[config.mk]
export PLATFORM = sky130hd
export DESIGN_NAME = ysyx_220053_alu_issue
export DESIGN_NICKNAME = d
export VERILOG_FILES = /design/src/rtl/ysyx_220053_alu_issue.sv
export SDC_FILE = /design/constraint.sdc
export NUM_CORES = 1
export LEC_CHECK = 0
export CORE_AREA = 2 2 207 158
export DETAILED_ROUTE_END_ITERATION = 10
export DIE_AREA = 0 0 209 160
export MAX_ROUTING_LAYER = met4
export PLACE_DENSITY = 0.67
export SLEW_MARGIN = 20
export SYNTH_ARGS = -nofsm -noshare
export SYNTH_HDL_FRONTEND = slang
export SYNTH_SLANG_ARGS = --single-unit
export TNS_END_PERCENT = 5
[constraint.sdc]
create_clock -name clk -period 2.1 [get_ports clk]
set_input_delay 0.21 -clock clk [delete_from_list [all_inputs] [get_ports clk]]
set_output_delay 0.21 -clock clk [all_outputs]
set_load 0.02 [all_outputs]
[src/rtl/ysyx_220053_alu_issue.sv]
// Decode-and-issue stage feeding the EX ALU: RV64I ALU-subset decode plus a 2-entry skid buffer.
// Optional RV64 word ops (OP-IMM-32 / OP-32) are enabled by defining YSYX_220053_RV64W_EN.
module ysyx_220053_alu_issue #(
   parameter int XLEN = 64,
   parameter int ILEN = 32
) (
   input  logic            clk,
   input  logic            rst_n,
   input  logic            flush,
   input  logic            in_valid,
   output logic            in_ready,
   input  logic [ILEN-1:0] in_inst,
   input  logic [XLEN-1:0] in_pc,
   output logic            out_valid,
   input  logic            out_ready,
   output logic [XLEN-1:0] out_pc,
   output logic [3:0]      out_aluop,
   output logic [4:0]      out_rs1,
   output logic [4:0]      out_rs2,
   output logic [4:0]      out_rd,
   output logic [XLEN-1:0] out_imm,
   output logic            out_asel,
   output logic            out_bsel,
   output logic            out_wen,
   output logic            out_word,
   output logic            out_illegal
);

   typedef enum logic [1:0] {
      EMPTY = 2'd0,
      ONE   = 2'd1,
      TWO   = 2'd2
   } state_t;

   typedef struct packed {
      logic [XLEN-1:0] pc;
      logic [3:0]      aluop;
      logic [4:0]      rs1;
      logic [4:0]      rs2;
      logic [4:0]      rd;
      logic [XLEN-1:0] imm;
      logic            asel;
      logic            bsel;
      logic            wen;
      logic            word;
      logic            illegal;
   } uop_t;

   localparam logic [6:0] OPC_OP_IMM = 7'b0010011;
   localparam logic [6:0] OPC_OP     = 7'b0110011;
   localparam logic [6:0] OPC_LUI    = 7'b0110111;
   localparam logic [6:0] OPC_AUIPC  = 7'b0010111;
`ifdef YSYX_220053_RV64W_EN
   localparam logic [6:0] OPC_OP_IMM32 = 7'b0011011;
   localparam logic [6:0] OPC_OP32     = 7'b0111011;
`endif

   localparam logic [3:0] ALU_ADD   = 4'b0000;
   localparam logic [3:0] ALU_SLL   = 4'b0001;
   localparam logic [3:0] ALU_SRL   = 4'b0101;
   localparam logic [3:0] ALU_SUB   = 4'b1000;
   localparam logic [3:0] ALU_SRA   = 4'b1101;
   localparam logic [3:0] ALU_PASSB = 4'b1111;

   state_t state, next_state;
   uop_t   head, skid, dec;
   logic   in_ready_q;
   logic   accept, drain;

   logic [6:0]      opcode;
   logic [2:0]      funct3;
   logic [6:0]      funct7;
   logic [XLEN-1:0] imm_i, imm_u;
   logic            shamt_ok;
   logic            legal;
   logic [3:0]      aluop;
   logic            asel, bsel, word;
   logic [XLEN-1:0] imm;

   assign opcode   = in_inst[6:0];
   assign funct3   = in_inst[14:12];
   assign funct7   = in_inst[31:25];
   assign imm_i    = {{(XLEN-12){in_inst[31]}}, in_inst[31:20]};
   assign imm_u    = {{(XLEN-32){in_inst[31]}}, in_inst[31:12], 12'b0};
   // Shift immediates only allow the logical or arithmetic pattern in the upper bits.
   assign shamt_ok = (in_inst[31:26] == 6'b000000) || (in_inst[31:26] == 6'b010000);

`ifdef YSYX_220053_RV64W_EN
   logic shamt_w_ok;
   assign shamt_w_ok = shamt_ok && !in_inst[25];
`endif

   always_comb begin
      legal = 1'b0;
      aluop = ALU_ADD;
      asel  = 1'b0;
      bsel  = 1'b0;
      word  = 1'b0;
      imm   = '0;
      case (opcode)
         OPC_OP_IMM: begin
            bsel = 1'b1;
            imm  = imm_i;
            case (funct3)
               3'b001: begin
                  legal = shamt_ok;
                  aluop = ALU_SLL;
               end
               3'b101: begin
                  legal = shamt_ok;
                  aluop = in_inst[30] ? ALU_SRA : ALU_SRL;
               end
               default: begin
                  legal = 1'b1;
                  aluop = {1'b0, funct3};
               end
            endcase
         end
         OPC_OP: begin
            if (funct7 == 7'b0000000) begin
               legal = 1'b1;
               aluop = {1'b0, funct3};
            end else if (funct7 == 7'b0100000 && funct3 == 3'b000) begin
               legal = 1'b1;
               aluop = ALU_SUB;
            end else if (funct7 == 7'b0100000 && funct3 == 3'b101) begin
               legal = 1'b1;
               aluop = ALU_SRA;
            end
         end
         OPC_LUI: begin
            legal = 1'b1;
            aluop = ALU_PASSB;
            bsel  = 1'b1;
            imm   = imm_u;
         end
         OPC_AUIPC: begin
            legal = 1'b1;
            asel  = 1'b1;
            bsel  = 1'b1;
            imm   = imm_u;
         end
`ifdef YSYX_220053_RV64W_EN
         OPC_OP_IMM32: begin
            bsel = 1'b1;
            word = 1'b1;
            imm  = imm_i;
            case (funct3)
               3'b000: begin
                  legal = 1'b1;
                  aluop = ALU_ADD;
               end
               3'b001: begin
                  legal = shamt_w_ok;
                  aluop = ALU_SLL;
               end
               3'b101: begin
                  legal = shamt_w_ok;
                  aluop = in_inst[30] ? ALU_SRA : ALU_SRL;
               end
               default: legal = 1'b0;
            endcase
         end
         OPC_OP32: begin
            word = 1'b1;
            if (funct7 == 7'b0000000 &&
                (funct3 == 3'b000 || funct3 == 3'b001 || funct3 == 3'b101)) begin
               legal = 1'b1;
               aluop = {1'b0, funct3};
            end else if (funct7 == 7'b0100000 && funct3 == 3'b000) begin
               legal = 1'b1;
               aluop = ALU_SUB;
            end else if (funct7 == 7'b0100000 && funct3 == 3'b101) begin
               legal = 1'b1;
               aluop = ALU_SRA;
            end
         end
`endif
         default: legal = 1'b0;
      endcase
      // Illegal instructions leave EX with a harmless, non-writing add.
      if (!legal) begin
         aluop = ALU_ADD;
         asel  = 1'b0;
         bsel  = 1'b0;
         word  = 1'b0;
         imm   = '0;
      end
   end

   always_comb begin
      dec         = '0;
      dec.pc      = in_pc;
      dec.aluop   = aluop;
      dec.rs1     = in_inst[19:15];
      dec.rs2     = in_inst[24:20];
      dec.rd      = in_inst[11:7];
      dec.imm     = imm;
      dec.asel    = asel;
      dec.bsel    = bsel;
      dec.wen     = legal && (in_inst[11:7] != 5'd0);
      dec.word    = word;
      dec.illegal = !legal;
   end

   assign out_valid = (state != EMPTY);
   assign in_ready  = in_ready_q;
   assign accept    = in_valid && in_ready_q && !flush;
   assign drain     = out_valid && out_ready;

   always_ff @(posedge clk or negedge rst_n) begin
      if (!rst_n) begin
         state      <= EMPTY;
         in_ready_q <= 1'b1;
      end else begin
         state      <= next_state;
         in_ready_q <= (next_state != TWO);
      end
   end

   always_comb begin
      next_state = state;
      case (state)
         EMPTY: if (accept) next_state = ONE;
         ONE: begin
            if (accept && !drain) next_state = TWO;
            else if (drain && !accept) next_state = EMPTY;
         end
         TWO: if (drain) next_state = ONE;
         default: next_state = EMPTY;
      endcase
      if (flush) next_state = EMPTY;
   end

   // Head drives the outputs; skid catches the one extra entry accepted while EX stalls.
   always_ff @(posedge clk or negedge rst_n) begin
      if (!rst_n) begin
         head <= '0;
         skid <= '0;
      end else if (!flush) begin
         case (state)
            EMPTY: if (accept) head <= dec;
            ONE: begin
               if (accept && drain) head <= dec;
               else if (accept) skid <= dec;
            end
            TWO: if (drain) head <= skid;
            default: ;
         endcase
      end
   end

   assign out_pc      = head.pc;
   assign out_aluop   = head.aluop;
   assign out_rs1     = head.rs1;
   assign out_rs2     = head.rs2;
   assign out_rd      = head.rd;
   assign out_imm     = head.imm;
   assign out_asel    = head.asel;
   assign out_bsel    = head.bsel;
   assign out_wen     = head.wen;
   assign out_word    = head.word;
   assign out_illegal = head.illegal;

endmodule

==> results.py <==
metrics = {
    "timing": {
        "finalHoldViolations": 0,
        "fmax_mhz": 494.3,
        "worstMarginPinSlew_ns": 0.5917,
        "setup_viol": 0,
        "whs_ns": 0.2372,
        "finalCritPeriodShare_pct": 96.33,
        "slew_headroom_pct": 60.56,
        "finClkSkew_ns": 0.009649,
        "drv_slew": 0,
        "min_period_ns": 2.023,
    },
    "place": {
        "gp_congestion": 0.8323,
        "io_buffers": 253,
        "dp_hpwl_um": 19760,
    },
    "setup_path": {
        "end_kind": "output pin",
        "cp.arrival_ns": 1.81,
        "cp.depth": 2,
        "critical_path.max_fanout": 34,
        "rr_startpoint": "in_ready",
        "crit_slowest_cell": "clkdlybuf4s50_1",
        "worstPathRequired_ns": 1.89,
        "cp_cell_sequence": "buf_4 > clkdlybuf4s50_1",
        "cp_top_family": "buffers and inverters",
        "start_kind": "register",
        "worstSetupPathType": "reg2out",
        "rr_endpoint": "out_rd[0]",
        "slowest_delay_ns": 0.67,
        "crit_path_start": "out_imm[62]",
        "r2r_setup_slack_ns": 0.23,
        "crit_buf_inv": 2,
        "ff2ff_path_depth": 6,
        "crit_path_end": "out_imm[59]",
    },
    "die": {
        "ios": 255,
        "rows": 57,
        "fp.dieArea_um2": 33440,
        "initial_core_util_pct": 33.37,
        "die_w_um": 209,
        "core_um2": 31740,
        "fp.dieH_um": 160,
    },
    "synthesis": {
        "seq_area_frac_synth_pct": 56.96,
        "synthArstFlopShare_pct": 100.0,
        "synth_seq_cells": 241,
        "ys_warn_count": 0,
        "synth_edf_count": 0,
        "syn_area_um2": 10590,
        "syn_inst": 1080,
        "avgSynthCellArea_um2": 9.806,
        "ys_types": 49,
        "syn_nets": 1181,
        "postSynth.topFlopCell": "dfrtp_1",
    },
    "detailed_routing": {
        "firstDrtPassIters": 7,
        "vias": 8545,
        "drc": 0,
        "via_per_inst": 4.925,
        "drt-initial-drc-count": 569,
        "post_drt_wl_per_cell_um": 16.90,
        "routed_wl_um": 29330,
        "ant_nets": 0,
    },
    "layout": {
        "final_layout_size_suffix_gt1_share_pct": 14.37,
        "area_delta_synth_final_pct": 38.02,
        "fillerInstances": 2965,
        "final_core_util_pct": 46.06,
        "antennaDiodeCount": 0,
        "nets": 1407,
    },
    "cts": {
        "clk_latency_ns": 0.53,
        "cts_sinks": 241,
        "h-tree-depth": 1,
        "cts_tree": "done",
        "clockRootBuffer": "clkbuf_16",
        "cts_buffers": 26,
        "clk_pin_slew_worst_paths_ns": 0.06,
        "cts.path.max_buffers": 3,
        "post_cts_buffers": 0,
    },
    "min_path": {
        "min_path_type": "in2async",
    },
    "power": {
        "vdd_drop_max_mv": 0.6335,
        "p_leak_uw": 0.006243,
        "power_density_nw_per_um2": 925.5,
    },
    "global_route": {
        "grt_max_degree": 74,
        "grt_pass1_vias": 8586,
        "grt-ovfl-total": 0,
        "track_usage_pct": 18.00,
        "antenna_found_initial": 0,
        "grt_pass1_wl_um": 47140,
    },
    "job": {
        "cap_viol_max_count": 0,
    },
    "outcome": {
        "status": "finished, final reports clean",
    },
}
metrics by stage:
stage	area, µm²	worst slack (ns)	setup TNS (ns)	total power, µW	std cells
final	14620	0.07709	0	13530	1735
after global routing	14620	-0.001414	-0.001499	14200	1735
after CTS	14610	0.03165	0	13720	1735
after detailed placement	13760	-0.1136	-2.200	9104	1690
after global placement	13760	-0.03425	-0.4818	9026	1690
after floorplan	10590	0.2074	0	7596	1080
power breakdown:
part | total (µW) | switching [µW] | internal, µW
clock network | 4520 | 1850 | 2660
logic | 3130 | 1550 | 1590
registers | 5880 | 424 | 5450
area by class of cell:
type	count	area, µm²	area share [%]
Multi-Input combinational cell	725	4009	27.43
Timing Repair Buffer	307	3199	21.89
Inverter	5	18.77	0.1284
Tap cell	413	516.7	3.535
Clock inverter	8	71.32	0.4879
Sequential cell	241	6032	41.27
Clock buffer	36	769.5	5.265
cells by family (layout without fill, tap and decap cells):
family / Yosys count / count (layout) / synth area share, %
AOI/OAI and AO/OA: 187 / 187 / 11.28
xor gates and xnor gates: 1 / 1 / 0.08272
buffers and inverters: 114 / 356 / 5.494
DFF: 241 / 241 / 56.96
muxes: 83 / 83 / 8.814
other: 1 / 1 / 0.03541
and+or+nand+nor: 453 / 453 / 17.33
layer usage:
layer  vias up  part of all wire (%)  GRT usage, %
li1       4086                     -             -
met1      4144                    46         24.45
met2       281                    44         26.68
met3        34                   8.3         5.251
met4         0                   1.7         3.961
met5         -                     0             -
synthesized netlist by cell type (3+ instances only):
cell / n / share of area, %
nor3_1: 4 / 0.19
buf_2: 24 / 1.1
a21oi_1: 13 / 0.61
o21ai_1: 19 / 0.90
nand3_1: 34 / 1.6
nand2b_1: 4 / 0.24
o31ai_1: 3 / 0.21
buf_1: 10 / 0.35
clkbuf_1: 42 / 1.5
nand2_1: 305 / 11
nor2_1: 88 / 3.1
o211ai_1: 33 / 2.3
buf_4: 33 / 2.3
a31oi_1: 80 / 4.7
mux2_2: 81 / 8.6
inv_1: 5 / 0.18
o21ai_0: 22 / 1.0
nor2b_1: 4 / 0.24
dfrtp_1: 240 / 57
cells in the final DEF (no fill, tap or decap), types with 3 or more instances in the layout:
cell,n
nor3_1,4
nor2_1,88
clkbuf_1,3
inv_1,5
buf_4,33
a31oi_1,80
mux2_2,81
o21ai_1,19
nand3_1,34
a21oi_1,13
buf_12,20
o21ai_0,22
o211ai_1,33
o31ai_1,3
clkbuf_8,6
nand2_1,305
nand2b_1,3
clkbuf_16,27
clkdlybuf4s50_1,249
clkinv_2,6
nor2b_1,3
dfrtp_1,240
worst min path at each step:
stage | start | endpoint | slack [ns] | cells past startpoint
after floorplan | rst_n | out_aluop[0] | -0.09 | 0
after global placement | rst_n | out_imm[2] | 0.21 | 1
after detailed placement | rst_n | skid[8] | 0.22 | 1
after CTS | in_pc[56] | out_pc[56] | 0.23 | 3
after global routing | in_pc[63] | out_pc[63] | 0.25 | 3
final | rst_n | skid[8] | 0.24 | 2
flip-flops by register name, summed over array words and instances (netlist names), 2 cells and up:
signal,cells
out_aluop,4
out_imm,32
out_rs1,5
out_rs2,5
out_pc,64
out_rd,5
skid,119
state,2
what timing repair did:
action                     in CTS  in global routing
hold buffers                    1                  0
resized for setup               1                  2
setup endpoints to repair       1                  3
hold endpoints to repair       64                  0
(Power assumes the default switching activity.)
